<file path="config.mk">
export PLATFORM = sky130hd
export DESIGN_NAME = prog_clk_divider
export DESIGN_NICKNAME = d
export VERILOG_FILES = /design/src/rtl/prog_clk_divider_pkg.sv /design/src/rtl/prog_clk_divider_channel.sv /design/src/rtl/prog_clk_divider.sv
export SDC_FILE = /design/constraint.sdc
export NUM_CORES = 1
export LEC_CHECK = 0
export CAP_MARGIN = 25
export CORE_ASPECT_RATIO = 1.75
export CORE_MARGIN = 2
export CORE_UTILIZATION = 40
export DETAILED_ROUTE_END_ITERATION = 16
export GPL_TIMING_DRIVEN = 1
export SETUP_SLACK_MARGIN = 0.3
export SLEW_MARGIN = 20
export SYNTH_ARGS = -nofsm -noshare
export SYNTH_HDL_FRONTEND = slang
export SYNTH_SLANG_ARGS = --single-unit
</file>
<file path="constraint.sdc">
create_clock -name clk_100MHz -period 9.87 [get_ports clk_100MHz]
set_input_delay 1.974 -clock clk_100MHz [delete_from_list [all_inputs] [get_ports clk_100MHz]]
set_output_delay 1.974 -clock clk_100MHz [all_outputs]
set_load 0.1 [all_outputs]
</file>
<file path="src/rtl/prog_clk_divider_pkg.sv">
// prog_clk_divider_pkg: shared divisor constants and width helpers for the clock-enable generator
package prog_clk_divider_pkg;
  localparam int unsigned DIV_1HZ   = 100_000_000;
  localparam int unsigned DIV_1KHZ  = 100_000;
  localparam int unsigned DIV_50MHZ = 2;
  localparam int          CNT_W_DEF = 27;
  function automatic int clog2(input int unsigned n);
    int r;
    r = 0;
    while ((64'd1 << r) < 64'(n)) r++;
    return r;
  endfunction
  function automatic int ch_w(input int unsigned n);
    return (n > 1) ? clog2(n) : 1;
  endfunction
endpackage

</file>
<file path="src/rtl/prog_clk_divider_channel.sv">
// prog_clk_divider_channel: one divider channel with shadow divisor applied at period boundaries
module prog_clk_divider_channel import prog_clk_divider_pkg::*; #(
  parameter int          CNT_W       = CNT_W_DEF,
  parameter int unsigned DEFAULT_DIV = DIV_1HZ
) (
  input  logic             clk_100MHz,
  input  logic             reset,
  input  logic             en,
  input  logic             sync,
  input  logic             wr,
  input  logic [CNT_W-1:0] wr_div,
  output logic             pending,
  output logic             tick,
  output logic             clk_out
);
  localparam logic [CNT_W-1:0] ONE = CNT_W'(1);
  logic [CNT_W-1:0] cnt, cnt_n, a, a_n, shadow;
  logic [CNT_W:0]   half;
  logic run, run_n, go, bnd, apply;
  // run is low for the first cycle after a stop, so a restart always begins at cnt 0
  always_comb begin
    go    = en && a != '0;
    bnd   = !go || !run || sync || cnt == a - ONE;
    apply = pending && bnd;
    cnt_n = bnd ? '0 : cnt + ONE;
    a_n   = apply ? shadow : a;
    run_n = go && a_n != '0;
    half  = ({1'b0, a_n} + (CNT_W+1)'(1)) >> 1;
  end
  always_ff @(posedge clk_100MHz) begin
    if (reset) begin
      cnt     <= '0;
      a       <= CNT_W'(DEFAULT_DIV);
      shadow  <= CNT_W'(DEFAULT_DIV);
      pending <= 1'b0;
      run     <= 1'b0;
      tick    <= 1'b0;
      clk_out <= 1'b0;
    end else begin
      cnt     <= cnt_n;
      a       <= a_n;
      run     <= run_n;
      pending <= wr || (pending && !apply);
      tick    <= run_n && cnt_n == a_n - ONE;
      clk_out <= run_n && {1'b0, cnt_n} < half;
      if (wr) shadow <= wr_div;
    end
  end
endmodule

</file>
<file path="src/rtl/prog_clk_divider.sv">
// prog_clk_divider: multi-channel programmable clock-enable generator on the 100 MHz board clock
module prog_clk_divider import prog_clk_divider_pkg::*; #(
  parameter int          NUM_CH      = 4,
  parameter int          CNT_W       = CNT_W_DEF,
  parameter int unsigned DEFAULT_DIV = DIV_1HZ
) (
  input  logic                      clk_100MHz,
  input  logic                      reset,
  input  logic [NUM_CH-1:0]         ch_en,
  input  logic                      sync,
  input  logic                      wr_valid,
  input  logic [ch_w(NUM_CH)-1:0]   wr_ch,
  input  logic [CNT_W-1:0]          wr_div,
  output logic [NUM_CH-1:0]         pending,
  output logic [NUM_CH-1:0]         tick,
  output logic [NUM_CH-1:0]         clk_out
);
  localparam int CH_W = ch_w(NUM_CH);
  // out-of-range wr_ch matches no channel and is dropped
  for (genvar g = 0; g < NUM_CH; g++) begin : g_ch
    prog_clk_divider_channel #(.CNT_W(CNT_W), .DEFAULT_DIV(DEFAULT_DIV)) u_ch (
      .clk_100MHz (clk_100MHz),
      .reset      (reset),
      .en         (ch_en[g]),
      .sync       (sync),
      .wr         (wr_valid && wr_ch == CH_W'(g)),
      .wr_div     (wr_div),
      .pending    (pending[g]),
      .tick       (tick[g]),
      .clk_out    (clk_out[g])
    );
  end
endmodule

</file>
=== After elaboration in Yosys (flattened, before gate mapping) ===
Cells that the tools add are included.

* Bits in writable memories: 0
* Input bits: 37
* Latch bits: 0
* Logic and storage cells: 132
* Register bits after elaboration: 340
* Memory bits (read-only): 0
* Memories: 0

* Eq/ne operators: 11
* Shifts and indexed selects: 0
* Multiply operators: 0
* Magnitude comparators: 4
* Mux-type cells: 8
* $add $sub $neg: 16
* Divide/modulo/power cells: 0
* Bitwise logic cells: 0
* Reduce and logical (&&, ||, !) cells: 65

{| class="wikitable"
|+ Operator list
! kind !! count
|-
| equality test 27 bit || 8
|-
| 2-to-1 mux 27 bit || 8
|-
| nonzero test 27 bit || 8
|-
| subtractor 27 x 1 -> 27 bit, second input constant || 8
|-
| adder 27 x 1 -> 28 bit, second input constant || 4
|-
| adder 27 x 1 -> 27 bit, second input constant || 4
|-
| < comparator 27 bit || 4
|-
| logical AND 1 bit || 28
|-
| logical OR 1 bit || 16
|-
| logical NOT 1 bit || 12
|-
| equality test 2 bit, second input constant || 2
|-
| equality test 2 x 1 -> 1 bit, second input constant || 1
|-
| logical NOT 2 bit || 1
|}

=== Logic depth before layout (Yosys ltp) ===
Gate-level depths: netlist of the first run.

* Depth after elaboration: 11
* Mapped depth: 35
* Gate-level depth less buffers: 31

=== Modules after synthesis ===
Synthesis of the first run repeated with hierarchy kept, for this count alone.

* Cells, all modules: 4057
* Area total of the unflattened synthesis: 30996.0 um2

{| class="wikitable"
|+ By module, submodules not included
! module !! times used !! area an instance (um2) !! cells an instance !! seq. area each (um2)
|-
| prog_clk_divider_channel at g_ch[1].u_ch ... || 2 || 7578.5 || 994 || 1701.6
|-
| prog_clk_divider_channel at g_ch[3].u_ch || 1 || 8021.4 || 1043 || 1701.6
|-
| prog_clk_divider_channel at g_ch[0].u_ch || 1 || 7780.0 || 1022 || 1701.6
|-
| prog_clk_divider || 1 || 37.5 || 4 || 0.0
|}

=== Worst setup path before layout of the first run ===
Ideal clock, no wire load.

* Path kind: register to register
* Start: register g_ch[3].u_ch.a[0]
* End: register g_ch[3].u_ch.clk_out
* Stages on the path, launching flop included: 31
* Data required time: 9810 ps
* Arrival: 6315 ps
* Path slack: 3495 ps
* Cells stage by stage: dfxtp_1 inv_1 ha_1 nor3b_1 nand2_1 a2111oi_0 o2111ai_1 or4_1 nor4_4 o21a_1 buf_2 buf_2 buf_2 buf_1 a21oi_1 inv_1 ha_1 and4_1 nand3_1 or3_1 xnor2_1 ha_1 a21oi_1 nor2b_1 o21ai_0 nand2b_1 a21oi_1 o21ai_0 a21o_1 a21oi_1 and3_1

* Word-level cells in the longest chain between the ends: 11
* Elaborated cells between the ends (all ways): 16

{| class="wikitable"
|+ RTL lines
! item !! RTL line !! source
|-
| start, declared || prog_clk_divider_channel.sv:17 || <nowiki>logic [CNT_W-1:0] cnt, cnt_n, a, a_n, shadow;</nowiki>
|-
| start signal, assigned || prog_clk_divider_channel.sv:33 || <nowiki>a <= CNT_W'(DEFAULT_DIV);</nowiki>
|-
| start signal, assigned || prog_clk_divider_channel.sv:41 || <nowiki>a <= a_n;</nowiki>
|-
| parallel branches: the longest is 10 deep, another holds adder 27 x 1 -> 28 bit || -- ||
|-
| logical AND 1 bit (*) || prog_clk_divider_channel.sv:45 || <nowiki>clk_out <= run_n && {1'b0, cnt_n} < half;</nowiki>
|-
| end signal, assigned || prog_clk_divider_channel.sv:45 ||
|-
| end, declared || prog_clk_divider_channel.sv:14 || <nowiki>output logic clk_out</nowiki>
|}

Every way passes the cells marked *.
A chain may end at the register's enable or synchronous reset.

=== Final worst setup path of the first run ===
* Start: register g_ch[2].u_ch.a[0]
* End: register g_ch[2].u_ch.clk_out

* Word-level cells in the longest chain between the ends: 11
* Elaborated cells between the ends (all ways): 16

{| class="wikitable"
|+ RTL lines
! item !! RTL line !! source
|-
| start, declared || prog_clk_divider_channel.sv:17 ||
|-
| start signal, assigned || prog_clk_divider_channel.sv:33 ||
|-
| start signal, assigned || prog_clk_divider_channel.sv:41 ||
|-
| parallel branches: the longest is 7 deep, another holds subtractor 27 x 1 -> 27 bit || -- ||
|-
| 2-to-1 mux 27 bit (*) || prog_clk_divider_channel.sv:26 || <nowiki>a_n = apply ? shadow : a;</nowiki>
|-
| net g_ch[2].u_ch.a_n[0] || prog_clk_divider_channel.sv:17 ||
|-
| adder 27 x 1 -> 28 bit or nonzero test 27 bit (tied branches) || prog_clk_divider_channel.sv:28, prog_clk_divider_channel.sv:27 ||
|-
| < comparator 27 bit or logical AND 1 bit (tied branches) || prog_clk_divider_channel.sv:45, prog_clk_divider_channel.sv:27 ||
|-
| logical AND 1 bit (*) || prog_clk_divider_channel.sv:45 ||
|-
| end signal, assigned || prog_clk_divider_channel.sv:45 ||
|-
| end, declared || prog_clk_divider_channel.sv:14 ||
|}

Mark *: on every way through the listed nets, which the timed path passes.

==> results of run 1 <==
[cell usage after synthesis, types with 10 or more instances]
library cell,instances
ha_1,128
nor4b_1,10
a21o_1,40
a31oi_1,44
inv_1,60
mux2_2,22
clkbuf_1,199
nand2_1,436
nor3b_1,16
nand4b_1,11
dfxtp_1,340
o22ai_1,12
nor2b_1,37
or2_2,19
nor2_1,455
nand3_1,161
xor2_1,214
xnor2_1,251
buf_4,15
o21ai_0,101
or3_1,59
buf_2,25
and4_1,25
or4_1,37
nor4_1,68
nand2b_1,78
a21oi_1,192
o31ai_1,31
buf_1,32
mux2i_1,128
nand4_1,99
o211ai_1,24
nor3_1,187
o21a_1,10
and2_1,23
a211o_1,16
nand3b_1,64
a21boi_0,10
a211oi_1,21
and3_1,67
[layout by cell type (no fill, tap or decap), drive strengths merged, types with 59 or more instances in the layout]
cell	Yosys	final
xor2	214	214
nand4	100	100
xnor2	251	251
ha	128	128
inv	60	62
nand3b	64	64
or3	59	59
nor4	78	78
nand2b	78	78
dfxtp	340	340
nor3	187	187
a21oi	192	192
and3	67	67
nand2	437	437
o21ai	105	105
mux2i	134	134
nand3	162	162
nor2	456	456
[registers in the layout, indices dropped and copies added (netlist names)]
name	flops
g_ch.u_ch.pending	4
g_ch.u_ch.a	108
g_ch.u_ch.run	4
g_ch.u_ch.cnt	108
g_ch.u_ch.shadow	108
g_ch.u_ch.clk_out	4
g_ch.u_ch.tick	4
[worst max-delay path by stage]
stage	endpoint	slack (ns)	cells after the start
floorplan	g_ch[3].u_ch.clk_out	3.49	30
global placement	g_ch[2].u_ch.clk_out	2.30	22
detailed placement	g_ch[2].u_ch.clk_out	2.21	22
CTS	g_ch[2].u_ch.clk_out	2.60	26
global route	g_ch[2].u_ch.clk_out	1.60	26
finish	g_ch[2].u_ch.clk_out	2.48	26
[power groups by stage]
stage / registers, mW / logic [mW] / clock network [mW]
2_1_floorplan: 1.44 / 0.212 / 0
3_3_place_gp: 1.48 / 0.292 / 0
3_5_place_dp: 1.48 / 0.295 / 0
4_1_cts: 1.45 / 0.296 / 1.58
5_1_grt: 1.45 / 0.324 / 1.62
6_report: 1.45 / 0.302 / 1.55
[logic make-up (layout without fill, tap and decap cells)]
family          Yosys count  in the layout  share of synthesized area [%]
fa+ha+maj               128            128                           5.43
simple gates           1903           1903                           33.0
xor+xnor                473            473                           14.4
mux                     156            156                           5.46
flops                   340            340                           23.1
compound gates          622            622                           13.9
buf+inv                 338            225                           4.71
[worst max-delay path: stages, from the launching register on]
cell and delay (ns):
dfxtp_1 0.35, inv_1 0.12, ha_1 0.20, nor3b_1 0.64, nand3_1 0.39, a2111oi_0 0.46, o22ai_1 0.13, nand4b_1 0.25
or4_1 0.77, a21boi_0 0.37, nor2_1 0.17, inv_1 0.09, ha_1 0.22, nor4bb_1 0.92, nand4b_1 0.32, or3_1 0.45
xnor2_1 0.15, ha_1 0.31, a21oi_1 0.13, nor2b_1 0.06, o21ai_0 0.14, nand2b_1 0.08, a21oi_1 0.14, nor2b_1 0.06
o21ai_0 0.14, nand3_1 0.09, a31oi_1 0.16
[metal layers]
metal | global-route usage, % | wire [microns] | up-vias
met4 | 22.9 | 10200 | 4
met3 | 2.87 | 5410 | 459
met2 | 51.4 | 55000 | 1116
met5 | 0 | 29 | -
li1 | - | - | 13829
met1 | 30.6 | 40900 | 13896
[cell type report]
class | count | share of cell area, %
multi-input combinational | 3282 | 67.2
sequential | 340 | 21.4
tap | 931 | 3.67
clock buffer | 51 | 3.43
timing repair buffer | 99 | 2.96
inverter | 60 | 0.709
clock inverter | 15 | 0.626
[metrics by stage]
step,worst slack (ns),utilization [%],power (mW),cells,instance area (sq um)
2_1_floorplan,3.49,-,1.66,3960,29500
3_3_place_gp,2.30,41.7,1.77,4707,30400
3_5_place_dp,2.21,41.7,1.77,4709,30400
4_1_cts,2.60,43.5,3.33,4775,31700
5_1_grt,1.60,43.6,3.40,4778,31800
6_report,2.48,43.6,3.30,4778,31800
==> flow_summary.json, run 1 <==
{
  "synth_area_sq_um": 29500,
  "pwr-share-clk_pct": 47.0,
  "clockBufferDepth": 3,
  "switchingPower_mw": 0.918,
  "timing.setup.tns_ns": 0,
  "synth_edf_count": 0,
  "grtUsageTotal_pct": 28.6,
  "p_int_mw": 2.39,
  "yosysSeqAreaShare_pct": 23.1,
  "grt_pass1_vias": 28527,
  "num_rows": 131,
  "yosysTopAreaCell": "dfxtp_1",
  "cts.sinks": 340,
  "drtIter0Drc": 2410,
  "synth_cell_type_count": 100,
  "hold_path.class": "reg -> reg",
  "synth_nets": 4125,
  "maxSlewViolCount": 0,
  "fin_crit_ns": 7.39,
  "nets": 3985,
  "reg2reg_to": "g_ch[2].u_ch.clk_out",
  "grt_pass1_wl_microns": 169000,
  "cts_made_buffers": 37,
  "cts_root_buf": "clkbuf_16",
  "antennaDiodeCount": 0,
  "synth_cells": 3960,
  "p_leak_nw": 12.0,
  "post_cts_buffers": 0,
  "drcViolationCount": 0,
  "required_ns": 10.37,
  "worst_slew_pin_slew_ns": 1.14,
  "yosys-top-cells-area": "dfxtp_1, xnor2_1, xor2_1",
  "whs_ns": 0.489,
  "core_area_sq_um": 72900,
  "die-area_sq_um": 76000,
  "ios": 49,
  "yosysWarnings": 0,
  "place.gp.congestion": 0.980,
  "arrival_ns": 7.89,
  "vdd_drop_max_mv": 0.122,
  "start_util_pct": 40.4,
  "ys_ff_latch": 340,
  "post_drt_wl_per_cell_microns": 23.4,
  "endpoint_kind": "flop",
  "die_width_microns": 209,
  "area_delta_synth_final_pct": 7.75,
  "wirelength_microns": 112000,
  "drtPass1Iterations": 7,
  "worstHoldEndpoint": "g_ch[1].u_ch.shadow[21]",
  "synth-async-reset-ratio_pct": 0,
  "hold_violations": 0,
  "fillCellCount": 7423,
  "finClkSkew_ns": 0.0156,
  "grt-ovfl-total": 0,
  "hold-path-cell-count": 2,
  "comb_power_share_pct": 9.1,
  "cts-resized-gates": 0,
  "synth_area_per_cell_sq_um": 7.45,
  "ff2ff_setup_slack_ns": 2.48,
  "clk_pin_slew_ns": 0.07,
  "power_density_nw_per_um2": 104,
  "worstRegToRegCells": 26,
  "rsz0062_at_grt": "false",
  "crit_path_start": "g_ch[2].u_ch.a[0]",
  "start_kind": "flop",
  "cap_violations": 0,
  "dieHeight_microns": 363,
  "dp.final_hpwl_microns": 85100,
  "finalCritPeriodShare_pct": 74.8,
  "h-tree-depth": 2,
  "antenna_found_initial": 3,
  "status": "completed",
  "cts_hold_buf": 0,
  "sequentialPowerShare_pct": 43.8,
  "grt_max_degree": 138,
  "ys.flop_type": "dfxtp_1",
  "fmax_mhz": 135,
  "multiInputGateArea_sq_um": 21400,
  "hp-start": "g_ch[1].u_ch.shadow[21]",
  "port-buffer-count": 48,
  "vias": 29304,
  "via_per_inst": 6.13,
  "drive_gt1_share_pct": 5.51,
  "clkLatencyLatePin_ns": 0.58,
  "finalSetupViolCount": 0,
  "ff_latch_area_sq_um": 6810,
  "netSwitchingFraction_pct": 27.8,
  "r2r-start": "g_ch[2].u_ch.a[0]",
  "critPathMaxFanout": 15,
  "synth_top_area_share_pct": 23.1,
  "path_class": "reg -> reg",
  "maxSlewHeadroom_pct": 23.1,
  "tritoncts": "built",
  "antenna_left": 0
}
Note: power is estimated with default switching activity, not from simulation.
==> run 2, diff against run 1 <==
clock period = 6.9 ns   (was 9.87 ns; I/O delays follow)
==> run 2 against run 1 <==
Critical path type unchanged. Highest routed layer unchanged. Flip-flop and latch count is the same. Non-clock buffer count grew 117. Via count grew 2.7%. Utilization grew 1.5 points. Combinational power grew 51%.
==> flow_summary.json, run 2 (synthesized netlist as in run 1, its figures left out) <==
{
  "clockBufferDepth": 3,
  "drtIter0Drc": 2143,
  "die-area_sq_um": 76000,
  "drive_gt1_share_pct": 8.70,
  "finalCritPeriodShare_pct": 91.1,
  "vdd_drop_max_mv": 0.165,
  "h-tree-depth": 2,
  "area_delta_synth_final_pct": 11.4,
  "cp_cell_sequence": "or4_1 -> o21ai_0 -> nand4_1 -> nor4_1 -> nand4_1 -> or4_1 -> nand2_2 -> mux2_2 -> or4b_1 -> nand4bb_1 -> or3_1 -> nor2_1 -> xor2_1 -> ha_1 -> nor2b_1 -> o21ai_0 -> nand2b_1 -> a21oi_1 -> nor2b_1 -> o21ai_0 -> nand3_1 -> a31oi_1",
  "p_leak_nw": 12.7,
  "clk_pin_slew_ns": 0.07,
  "critPathSlowestCell": "or4_1",
  "worst_slew_pin_slew_ns": 1.13,
  "num_rows": 131,
  "pre_cts_ws_ns": 0.291,
  "wirelength_microns": 118000,
  "met1_usage_pct": 30.6,
  "use_met3_pct": 4.32,
  "finalSetupViolCount": 0,
  "required_ns": 7.43,
  "port-buffer-count": 48,
  "die_width_microns": 209,
  "drcViolationCount": 0,
  "status": "completed",
  "fin_crit_ns": 6.29,
  "fmax_mhz": 159,
  "finClkSkew_ns": 0.0190,
  "busiest_layer": "met2",
  "cts.sinks": 340,
  "path_class": "reg -> reg",
  "start_util_pct": 40.4,
  "dp.final_hpwl_microns": 90300,
  "drtPass1Iterations": 5,
  "nets": 4103,
  "use_met2_pct": 54.3,
  "setup_slack_ns": 0.612,
  "core_area_sq_um": 72900,
  "grt_max_degree": 81,
  "dieHeight_microns": 363,
  "place.gp.congestion": 1.03,
  "post_drt_wl_per_cell_microns": 24.0,
  "grt_pass1_vias": 29711,
  "grt-ovfl-total": 0,
  "power_density_nw_per_um2": 150,
  "grtUsageTotal_pct": 30.2,
  "final_common_cell": "nor2_1",
  "endpoint_kind": "flop",
  "top_regs": "g_ch.u_ch.a (108), g_ch.u_ch.cnt (108), g_ch.u_ch.shadow (108)",
  "fin_cells": 4900,
  "cts_hold_buf": 0,
  "start_kind": "flop",
  "crit_path_frequent_cell": "o21ai_0",
  "timing.setup.tns_ns": 0,
  "antenna_left": 0,
  "antenna_found_initial": 7,
  "critPathMaxFanout": 11,
  "clkLatencyLatePin_ns": 0.60,
  "maxSlewViolCount": 0,
  "hold_path.class": "reg -> reg",
  "place_inst": 4817,
  "arrival_ns": 6.82,
  "max_stage_delay_ns": 0.67,
  "layout_common_cells": "nor2_1, nand2_1, dfxtp_1",
  "cts_made_buffers": 37,
  "hold_violations": 0,
  "grt_pass1_wl_microns": 176000,
  "maxSlewHeadroom_pct": 24.2,
  "cts_root_buf": "clkbuf_16",
  "cap_violations": 0,
  "rsz0062_at_grt": "true",
  "tritoncts": "built",
  "via_per_inst": 6.14,
  "vias": 30089,
  "ios": 49
}
run 2: final cells by class:
| cell class | count | area (sq um) |
|---|---|---|
| Inverter | 60 | 225 |
| Antenna cell | 2 | 5.00 |
| Tap cell | 931 | 1160 |
| Fill cell | 7428 | 40100 |
| Clock buffer | 46 | 990 |
| Multi-Input combinational cell | 3283 | 21400 |
| Timing Repair Buffer | 216 | 1790 |
| Sequential cell | 340 | 6810 |
| Clock inverter | 22 | 427 |
run 2: path summary, 6_finish.rpt:
path / depth (start not counted) / start / to / slack, ns
hold / removal: 2 / g_ch[1].u_ch.shadow[7] / g_ch[1].u_ch.shadow[7] / 0.49
setup reg to reg: 22 / g_ch[2].u_ch.a[2] / g_ch[2].u_ch.clk_out / 0.61
setup / recovery: 22 / g_ch[2].u_ch.a[2] / g_ch[2].u_ch.clk_out / 0.61
hold reg to reg: 2 / g_ch[1].u_ch.shadow[7] / g_ch[1].u_ch.shadow[7] / 0.49
run 2: timing repair:
item / 4_1_cts / 5_1_grt
gates resized for setup: 1 / 19
pin swaps: 0 / 3
setup endpoints to repair: 1 / 4
gates cloned: 0 / 1
setup buffers: 0 / 9
run 2: per-stage QoR:
| stage | power, mW | utilization (%) | hold slack [ns] | area (sq um) |
|---|---|---|---|---|
| 3_5_place_dp | 2.55 | 42.8 | 0.481 | 31200 |
| 2_1_floorplan | 2.37 | - | 0.443 | 29500 |
| 6_report | 4.94 | 45.0 | 0.489 | 32900 |
| 3_3_place_gp | 2.55 | 42.8 | 0.475 | 31200 |
| 4_1_cts | 4.97 | 44.8 | 0.490 | 32600 |
| 5_1_grt | 5.07 | 45.0 | 0.510 | 32900 |
run 2: metal layers:
| metal | vias up | part of all wire [%] |
|---|---|---|
| met5 | - | 0.047 |
| met1 | 14295 | 36 |
| li1 | 14056 | - |
| met2 | 1179 | 49 |
| met3 | 551 | 5.2 |
| met4 | 8 | 9.8 |
run 2: critical path, delay by kind of cell (launching register included):
| kind | cells | cell delay (ns) |
|---|---|---|
| AND/OR/NAND/NOR | 14 | 4.18 |
| AO/OA/AOI/OAI | 5 | 0.80 |
| flip-flops | 1 | 0.43 |
| multiplexers | 1 | 0.37 |
| adder cells (fa/ha/maj) | 1 | 0.26 |
| XOR/XNOR | 1 | 0.16 |
run 2: where the power goes:
group / switching [mW] / internal, mW
registers: 0.0732 / 2.00
logic: 0.291 / 0.165
clock network: 0.972 / 1.45
